[src/rtl/gmii_tx_frame_ctrl_if.sv]
// Egress byte stream between the switch egress queue (master) and the
// GMII transmit frame sequencer (slave).
interface gmii_tx_frame_ctrl_if;
  logic [7:0] in_data;
  logic       in_valid;
  logic       in_last;
  logic       in_ready;

  modport master (output in_data, output in_valid, output in_last, input in_ready);
  modport slave  (input in_data, input in_valid, input in_last, output in_ready);
endinterface

[src/rtl/gmii_tx_frame_ctrl.sv]
// GMII transmit frame sequencer: preamble/SFD, payload, zero pad to the
// minimum frame size, FCS from an external CRC-32 engine, then the
// inter-frame gap. Underruns and oversize frames are flagged with tx_er
// and the remainder of the frame is drained from the egress queue.
module gmii_tx_frame_ctrl #(
  parameter int MIN_LEN = 60,
  parameter int MAX_LEN = 1514,
  parameter int IFG_LEN = 12,
  parameter int PRE_LEN = 7
) (
  input  logic                       clk,
  input  logic                       rstn,
  gmii_tx_frame_ctrl_if.slave        s_in,
  output logic                       crc_load_init,
  output logic                       crc_calc,
  output logic                       crc_d_valid,
  output logic [7:0]                 crc_d,
  input  logic [7:0]                 crc_byte,
  output logic [7:0]                 gmii_txd,
  output logic                       gmii_tx_en,
  output logic                       gmii_tx_er,
  output logic                       busy
);

  typedef enum logic [2:0] {
    S_IDLE,
    S_PREAMBLE,
    S_SFD,
    S_DATA,
    S_PAD,
    S_FCS,
    S_DRAIN,
    S_IFG
  } state_t;

  state_t      r_state;
  logic [10:0] r_byte_cnt;
  logic [3:0]  r_cnt;

  logic        w_hs;
  logic        w_ovf;
  logic        w_short;

  // Handshake qualifiers and engine/queue controls decoded from the current state
  always_comb begin
    s_in.in_ready = (r_state == S_DATA) || (r_state == S_DRAIN);
    w_hs          = s_in.in_valid & s_in.in_ready;
    w_ovf         = (r_byte_cnt == 11'(MAX_LEN));
    w_short       = ({1'b0, r_byte_cnt} + 12'd1) < 12'(MIN_LEN);

    crc_load_init = (r_state == S_SFD);
    crc_calc      = 1'b0;
    crc_d_valid   = 1'b0;
    crc_d         = 8'h00;
    case (r_state)
      S_DATA: begin
        // The byte that trips the size limit is never transmitted, so it
        // must not reach the engine either.
        crc_calc    = w_hs & ~w_ovf;
        crc_d_valid = w_hs & ~w_ovf;
        crc_d       = s_in.in_data;
      end
      S_PAD: begin
        crc_calc    = 1'b1;
        crc_d_valid = 1'b1;
      end
      S_FCS: begin
        crc_d_valid = 1'b1;
      end
      default: ;
    endcase
  end

  assign busy = (r_state != S_IDLE);

  // Frame sequencer with registered GMII outputs
  always_ff @(posedge clk) begin
    if (!rstn) begin
      r_state    <= S_IDLE;
      r_byte_cnt <= '0;
      r_cnt      <= '0;
      gmii_txd   <= 8'h00;
      gmii_tx_en <= 1'b0;
      gmii_tx_er <= 1'b0;
    end else begin
      gmii_txd   <= 8'h00;
      gmii_tx_en <= 1'b0;
      gmii_tx_er <= 1'b0;
      unique case (r_state)
        S_IDLE: begin
          if (s_in.in_valid) begin
            r_state <= S_PREAMBLE;
            r_cnt   <= '0;
          end
        end
        S_PREAMBLE: begin
          gmii_txd   <= 8'h55;
          gmii_tx_en <= 1'b1;
          if (r_cnt == 4'(PRE_LEN - 1)) begin
            r_state <= S_SFD;
            r_cnt   <= '0;
          end else begin
            r_cnt <= r_cnt + 4'd1;
          end
        end
        S_SFD: begin
          gmii_txd   <= 8'hD5;
          gmii_tx_en <= 1'b1;
          r_byte_cnt <= '0;
          r_state    <= S_DATA;
        end
        S_DATA: begin
          gmii_tx_en <= 1'b1;
          r_cnt      <= '0;
          if (!s_in.in_valid) begin
            // Underrun: corrupt the frame on the wire and swallow the rest.
            gmii_tx_er <= 1'b1;
            r_state    <= S_DRAIN;
          end else if (w_ovf) begin
            // Oversize: this byte already ends the frame if it is the last.
            gmii_tx_er <= 1'b1;
            r_state    <= s_in.in_last ? S_IFG : S_DRAIN;
          end else begin
            // Only reached below MAX_LEN, so the count saturates there.
            gmii_txd   <= s_in.in_data;
            r_byte_cnt <= r_byte_cnt + 11'd1;
            if (s_in.in_last) begin
              r_state <= w_short ? S_PAD : S_FCS;
            end
          end
        end
        S_PAD: begin
          gmii_tx_en <= 1'b1;
          r_byte_cnt <= r_byte_cnt + 11'd1;
          if (r_byte_cnt == 11'(MIN_LEN - 1)) begin
            r_state <= S_FCS;
            r_cnt   <= '0;
          end
        end
        S_FCS: begin
          gmii_txd   <= crc_byte;
          gmii_tx_en <= 1'b1;
          if (r_cnt == 4'd3) begin
            r_state <= S_IFG;
            r_cnt   <= '0;
          end else begin
            r_cnt <= r_cnt + 4'd1;
          end
        end
        S_DRAIN: begin
          if (w_hs && s_in.in_last) begin
            r_state <= S_IFG;
            r_cnt   <= '0;
          end
        end
        S_IFG: begin
          if (r_cnt == 4'(IFG_LEN - 1)) begin
            r_cnt <= '0;
            // Skipping IDLE when a frame is waiting keeps the wire gap at
            // exactly IFG_LEN idle bytes between back-to-back frames.
            r_state <= s_in.in_valid ? S_PREAMBLE : S_IDLE;
          end else begin
            r_cnt <= r_cnt + 4'd1;
          end
        end
        default: r_state <= S_IDLE;
      endcase
    end
  end

endmodule

[src/flat_wrapper.sv]
// flat-port wrapper written by rule: the top's interface ports become plain ports
module gmii_tx_frame_ctrl_flat 
#(
  parameter int MIN_LEN = 60,
  parameter int MAX_LEN = 1514,
  parameter int IFG_LEN = 12,
  parameter int PRE_LEN = 7
)
  (clk, rstn, crc_load_init, crc_calc, crc_d_valid, crc_d, crc_byte, gmii_txd, gmii_tx_en, gmii_tx_er, busy, s_in_in_data, s_in_in_valid, s_in_in_last, s_in_in_ready);
  gmii_tx_frame_ctrl_if s_in_i ();
  input  logic clk;
  input  logic rstn;
  output logic crc_load_init;
  output logic crc_calc;
  output logic crc_d_valid;
  output logic [7:0] crc_d;
  input  logic [7:0] crc_byte;
  output logic [7:0] gmii_txd;
  output logic gmii_tx_en;
  output logic gmii_tx_er;
  output logic busy;
  input wire logic [$bits(s_in_i.in_data)-1:0] s_in_in_data;
  input wire logic [$bits(s_in_i.in_valid)-1:0] s_in_in_valid;
  input wire logic [$bits(s_in_i.in_last)-1:0] s_in_in_last;
  output wire logic [$bits(s_in_i.in_ready)-1:0] s_in_in_ready;
  assign s_in_i.in_data = s_in_in_data;
  assign s_in_i.in_valid = s_in_in_valid;
  assign s_in_i.in_last = s_in_in_last;
  assign s_in_in_ready = s_in_i.in_ready;
  gmii_tx_frame_ctrl #(.MIN_LEN(MIN_LEN), .MAX_LEN(MAX_LEN), .IFG_LEN(IFG_LEN), .PRE_LEN(PRE_LEN)) u_core (.clk(clk), .rstn(rstn), .s_in(s_in_i), .crc_load_init(crc_load_init), .crc_calc(crc_calc), .crc_d_valid(crc_d_valid), .crc_d(crc_d), .crc_byte(crc_byte), .gmii_txd(gmii_txd), .gmii_tx_en(gmii_tx_en), .gmii_tx_er(gmii_tx_er), .busy(busy));
endmodule
[config.mk]
export PLATFORM = sky130hd
export DESIGN_NAME = gmii_tx_frame_ctrl_flat
export DESIGN_NICKNAME = d
export VERILOG_FILES = /design/src/rtl/gmii_tx_frame_ctrl_if.sv /design/src/rtl/gmii_tx_frame_ctrl.sv /design/src/flat_wrapper.sv
export SDC_FILE = /design/constraint.sdc
export NUM_CORES = 1
export LEC_CHECK = 0
export BUFFER_PORTS_ARGS = -buffer_cell sky130_fd_sc_hd__buf_2
export CORE_UTILIZATION = 45
export CTS_CLUSTER_SIZE = 14
export DETAILED_ROUTE_END_ITERATION = 10
export PLACE_DENSITY = 0.78
export SETUP_SLACK_MARGIN = 0.1
export SYNTH_ARGS = -nofsm -noshare
export SYNTH_HDL_FRONTEND = slang
export SYNTH_SLANG_ARGS = --single-unit
[constraint.sdc]
create_clock -name clk -period 2 [get_ports clk]
set_input_delay 0.3 -clock clk [delete_from_list [all_inputs] [get_ports clk]]
set_output_delay 0.3 -clock clk [all_outputs]
set_load 0.1 [all_outputs]
Yosys cells after proc, flatten, opt, wreduce, memory -nomap -nowiden:

Cells that the tools add are included.

* output and inout bits: 23
* word-level logic and storage cells: 78
* register bits after elaboration: 28
* bits of input ports: 20

* add/subtract/negate cells: 3
* multiplexer cells: 32
* equality and inequality tests: 21
* bitwise gates (word level): 3
* reductions and logical operators: 12
* $lt $le $gt $ge: 1

Operators with widths (number)
* 11-bit case mux with 3 select lines: 1
* 8-bit case mux with 4 select lines: 1
* 4-bit case mux with 7 select lines: 1
* 3-bit 2-to-1 mux: 9
* 4-bit 2-to-1 mux: 6
* 8-bit 2-to-1 mux: 3
* 3-bit case mux with 8 select lines: 1
* 11-bit 2-to-1 mux: 2
* 11-bit by 1-bit adder with 12-bit output, second input constant: 1
* 3-bit equality test, second input constant: 4
* 12-bit by 6-bit less-than comparator with 1-bit output, second input constant: 1
* 11-bit by 1-bit adder with 11-bit output, second input constant: 1
* 11-bit equality test, second input constant: 1
* 11-bit by 6-bit equality test with 1-bit output, second input constant: 1
* 2-bit by 1-bit != test with 1-bit output, second input constant: 4
* 2-bit != test, second input constant: 4
* 7-bit AND reduction: 1
* 7-bit nonzero test: 1
* 3-bit by 2-bit equality test with 1-bit output, second input constant: 2
* 1-bit 2-to-1 mux: 6
* 3-bit nonzero test: 2
* 5-bit OR reduction: 1
* 4-bit by 1-bit adder with 4-bit output, second input constant: 1
* 4-bit by 2-bit equality test with 1-bit output, second input constant: 1
* other kinds (14): 16

Logic depth before layout (Yosys ltp):

* depth in word-level cells: 7
* depth in mapped cells: 8
* mapped depth without buffers: 7

Worst setup path after synthesis:

Ideal clock, no wire load.

* kind: reg2reg
* start: reg u_core.r_byte_cnt[0]
* end: reg u_core.r_byte_cnt[5]
* cell stages (with the launch flop): 9
* setup slack: -0.501 ns
* period minus slack after synthesis: 2.501 ns
* path buffers: 1
* arrival time: 2.415 ns
* cell sequence: dfxtp_1 > inv_1 > ha_1 > and4bb_4 > a41oi_4 > or2_1 > clkbuf_1 > a21oi_1 > a211oi_1

* cells in the longest elaborated chain, start to end: 4
* elaborated cells between the ends (all ways): 7

Ends and longest elaborated chain
* from (decl): line gmii_tx_frame_ctrl.sv:37 `logic [10:0] r_byte_cnt;`
* from (signal assigned): line gmii_tx_frame_ctrl.sv:126 `r_byte_cnt <= r_byte_cnt + 11'd1;`
* from (signal assigned): line gmii_tx_frame_ctrl.sv:134 `r_byte_cnt <= r_byte_cnt + 11'd1;`
* 11-bit by 1-bit adder with 11-bit output: line gmii_tx_frame_ctrl.sv:126, gmii_tx_frame_ctrl.sv:134
* 11-bit 2-to-1 mux: line gmii_tx_frame_ctrl.sv:119 `end else if (w_ovf) begin`
* 11-bit 2-to-1 mux: line gmii_tx_frame_ctrl.sv:115 `if (!s_in.in_valid) begin`
* 11-bit case mux with 3 select lines: line gmii_tx_frame_ctrl.sv:89 `unique case (r_state)`

Parallel ways exist; a longest one is shown, timed or not. The select of a mux whose other input is x is not followed.
A chain may end at the register's enable or synchronous reset.

Worst setup path after layout:

* start: reg u_core.r_byte_cnt[0]
* end: out crc_calc

* cells in the longest elaborated chain, start to end: 4

Ends and longest elaborated chain
* 11-bit equality test: line gmii_tx_frame_ctrl.sv:48 `w_ovf = (r_byte_cnt == 11'(MAX_LEN));`
* 1-bit NOT: line gmii_tx_frame_ctrl.sv:59 `crc_calc = w_hs & ~w_ovf;`
* 1-bit AND: line gmii_tx_frame_ctrl.sv:59
* 1-bit case mux with 2 select lines: line gmii_tx_frame_ctrl.sv:55 `case (r_state)`
* to (decl): line flat_wrapper.sv:14 `output logic crc_calc;`

Every way passes these cells.

==> reports/qor.json <==
{
  "run_status": "finished, final reports clean",
  "ir_worst_vdd_mv": 0.541,
  "clock_latency_ps": 290,
  "routed-via-count": 1829,
  "drv_cap": 0,
  "die_width_microns": 64.5,
  "crit_fanout": 3,
  "worst_setup_path_start_kind": "flip-flop",
  "worst-endpoint-required_ps": 1700,
  "number_of_global_route_vias_before_repair": 1622,
  "ctsHoldBuffers": 0,
  "tritoncts": "yes",
  "post_synth_main_area_contributors": "sky130_fd_sc_hd__dfxtp_1 32%, sky130_fd_sc_hd__nand2_1 4.7%, sky130_fd_sc_hd__and3_1 3.2%, sky130_fd_sc_hd__nor2_1 3.2%, sky130_fd_sc_hd__a41oi_4 3.1%",
  "grt_pass1_wl_microns": 7850,
  "netlist_area_sq_um": 1760,
  "power.density_cell_area_nw_per_um2": 468,
  "final-setup-viol-count": 0,
  "ctsLongestPathBuffers": 2,
  "drive_above_1_share": 0.387,
  "floorplan.die.height_microns": 64.5,
  "place.detailed.instances": 309,
  "postSynth.topFlopCell": "sky130_fd_sc_hd__dfxtp_1",
  "criticalPathCategory": "flip-flop to output port",
  "synth_area_per_cell_sq_um": 8.14,
  "synth.largest_area_cell": "sky130_fd_sc_hd__dfxtp_1",
  "number_of_synthesized_flops_with_an_enable_pin": 0,
  "number_of_i_o_pins": 43,
  "clk_pin_slew_ps": 100,
  "finalCritPeriodShare": 0.969,
  "worst-slew-pin-transition_ps": 638,
  "row_count": 22,
  "finish.cell_count_without_fillers": 322,
  "setup.worst_path.end_class": "output port",
  "ys.warnings.count": 0,
  "overflow": 0,
  "clock-root-buffer": "sky130_fd_sc_hd__clkbuf_8",
  "grt_start_max_net_pins": 17,
  "filler_cell_count": 289,
  "dr.pass1.iters": 4,
  "setup_total_negative_slack_ps": 0,
  "antenna_found_initial": 0,
  "drt-wirelength-per-cell_microns": 15.5,
  "yosysUniqueCellTypes": 57,
  "synth.ff_latch_count": 28,
  "antennaDiodeCount": 0,
  "grt_use_total": 0.244,
  "cts.sinks": 28,
  "synth-seq-area-share": 0.319,
  "start_util": 0.473,
  "drt-initial-drc-count": 165,
  "flow.area_growth_from_synthesis_pct": 41.5,
  "total_leakage_power_uw": 0.000986,
  "synth_nets": 240,
  "numCtsBuffers": 3,
  "vias_per_cell": 5.68,
  "postRouteAntennaNets": 0,
  "finalNetCount": 299,
  "finalWirelength_microns": 4980,
  "fmaxAchievable_mhz": 516,
  "core_sq_um": 3720,
  "hold_class": "input pin to flip-flop",
  "final.setup_skew_ps": 7.06,
  "worst_slew_margin_rel": 0.573,
  "port_buffers": 42,
  "min_period_ps": 1940,
  "place.detailed.hpwl_microns": 3570,
  "synth_largest_type_area_fraction": 0.319,
  "postSynth.asyncResetShare": 0,
  "die_area_sq_um": 4160,
  "globalplace.congestion": 0.905,
  "drc_errors_left": 0,
  "drv_slew": 0,
  "worst_ep_arrival_time_ps": 1640,
  "rsz0062_at_grt": "yes",
  "report.final.hold_viol_count": 0,
  "htree_levels": 1,
  "synthesized_instance_count": 216
}
registers in the layout, summed over array words and instances (netlist names):
register / count
u_core.r_byte_cnt: 11
u_core.gmii_tx_er: 1
u_core.gmii_tx_en: 1
u_core.gmii_txd: 8
u_core.r_state: 3
u_core.r_cnt: 4
final timing paths:
check                                                        from                              to  slack (ps)  cells after the start
worst max-delay path            u_core.r_byte_cnt[0]$_SDFFE_PN0P_                        crc_calc          60                      6
worst min-delay path                                  crc_byte[5]   u_core.gmii_txd[5]$_SDFF_PN0_         250                      3
worst max register to register  u_core.r_byte_cnt[0]$_SDFFE_PN0P_  u_core.r_state[2]$_SDFFE_PN0P_          70                      8
worst min register to register       u_core.r_cnt[3]$_SDFFE_PN0P_    u_core.r_cnt[3]$_SDFFE_PN0P_         530                      2
synth_stat cells, drive strengths merged, types with 3 or more instances:
| master | count |
|---|---|
| a211oi | 3 |
| a21o | 3 |
| a21oi | 11 |
| a22oi | 5 |
| a31oi | 7 |
| and2 | 3 |
| and3 | 9 |
| buf | 6 |
| clkbuf | 7 |
| dfxtp | 28 |
| ha | 4 |
| inv | 10 |
| nand2 | 22 |
| nand2b | 6 |
| nand3 | 6 |
| nand3b | 4 |
| nor2 | 15 |
| nor3 | 4 |
| nor4 | 3 |
| o21ai | 16 |
| or2 | 3 |
| xnor2 | 3 |
| xor2 | 3 |
where the power goes:
group,internal (uW),switching [uW]
sequential,562,4.30
combinational,44.5,89.6
clock,269,194
total,875,288
area by class of cell:
class	count	area (sq um)	area share
clock buffer	3	41.3	0.0166
clock inverter	1	30.0	0.0121
inverter	10	41.3	0.0166
multi-input combinational	165	1180	0.473
sequential	28	571	0.229
tap	48	60.1	0.0241
timing repair buffer	67	567	0.228
through the flow:
stage	utilization	cell area (sq um)	power (uW)	setup slack (ps)	hold slack [ps]
final	0.669	2490	1160	62.6	246
after global placement	0.616	2290	707	162	486
after detailed placement	0.616	2290	710	122	514
after CTS	0.655	2430	1160	51.0	247
after floorplan	-	1810	666	104	448
after global routing	0.669	2490	1200	1.39	273
kinds of logic after synthesis:
group | after synthesis | share of synthesized area
AOI/OAI and AO/OA | 64 | 0.275
xor gates and xnor gates | 6 | 0.0299
adders and majority gates | 4 | 0.0285
buffers and inverters | 23 | 0.0562
DFF | 28 | 0.319
muxes | 1 | 0.00569
and+or+nand+nor | 90 | 0.286
cell usage in the layout (no fill, tap or decap), types with 4 or more instances in the layout:
cell                       synthesis  final
sky130_fd_sc_hd__a22oi_1           5      5
sky130_fd_sc_hd__buf_2             4     31
sky130_fd_sc_hd__nor3_1            4      4
sky130_fd_sc_hd__nand3_1           6      6
sky130_fd_sc_hd__inv_1             8      6
sky130_fd_sc_hd__o21ai_0           8      8
sky130_fd_sc_hd__nor2_1           15     13
sky130_fd_sc_hd__buf_12            0     11
sky130_fd_sc_hd__dfxtp_1          28     24
sky130_fd_sc_hd__nand3b_1          4      4
sky130_fd_sc_hd__and3_2            0      8
sky130_fd_sc_hd__buf_4             2     24
sky130_fd_sc_hd__nand2b_1          6      6
sky130_fd_sc_hd__o21ai_1           8      8
sky130_fd_sc_hd__nand2_1          22     20
sky130_fd_sc_hd__a31oi_1           7      7
sky130_fd_sc_hd__a21oi_1          10      9
critical path, cell delays in order (launching register included):
cell and delay, ps:
sky130_fd_sc_hd__dfxtp_2 340, sky130_fd_sc_hd__inv_2 70, sky130_fd_sc_hd__ha_4 110, sky130_fd_sc_hd__and4bb_4 270, sky130_fd_sc_hd__a41oi_4 100, sky130_fd_sc_hd__or2_4 280, sky130_fd_sc_hd__buf_12 170
per-layer routing:
| layer | global-route usage | wire, microns |
|---|---|---|
| met3 | 0.0563 | 197 |
| met4 | 0.0833 | 91 |
| met5 | 0 | 0 |
| met2 | 0.403 | 2490 |
| met1 | 0.309 | 2200 |
repair_timing:
item                                    CTS  global route
setup buffers                             5             4
endpoints found under the setup margin   14            17
gates resized for setup                  13             6
pin swaps                                 4             4
(Power assumes the default switching activity.)
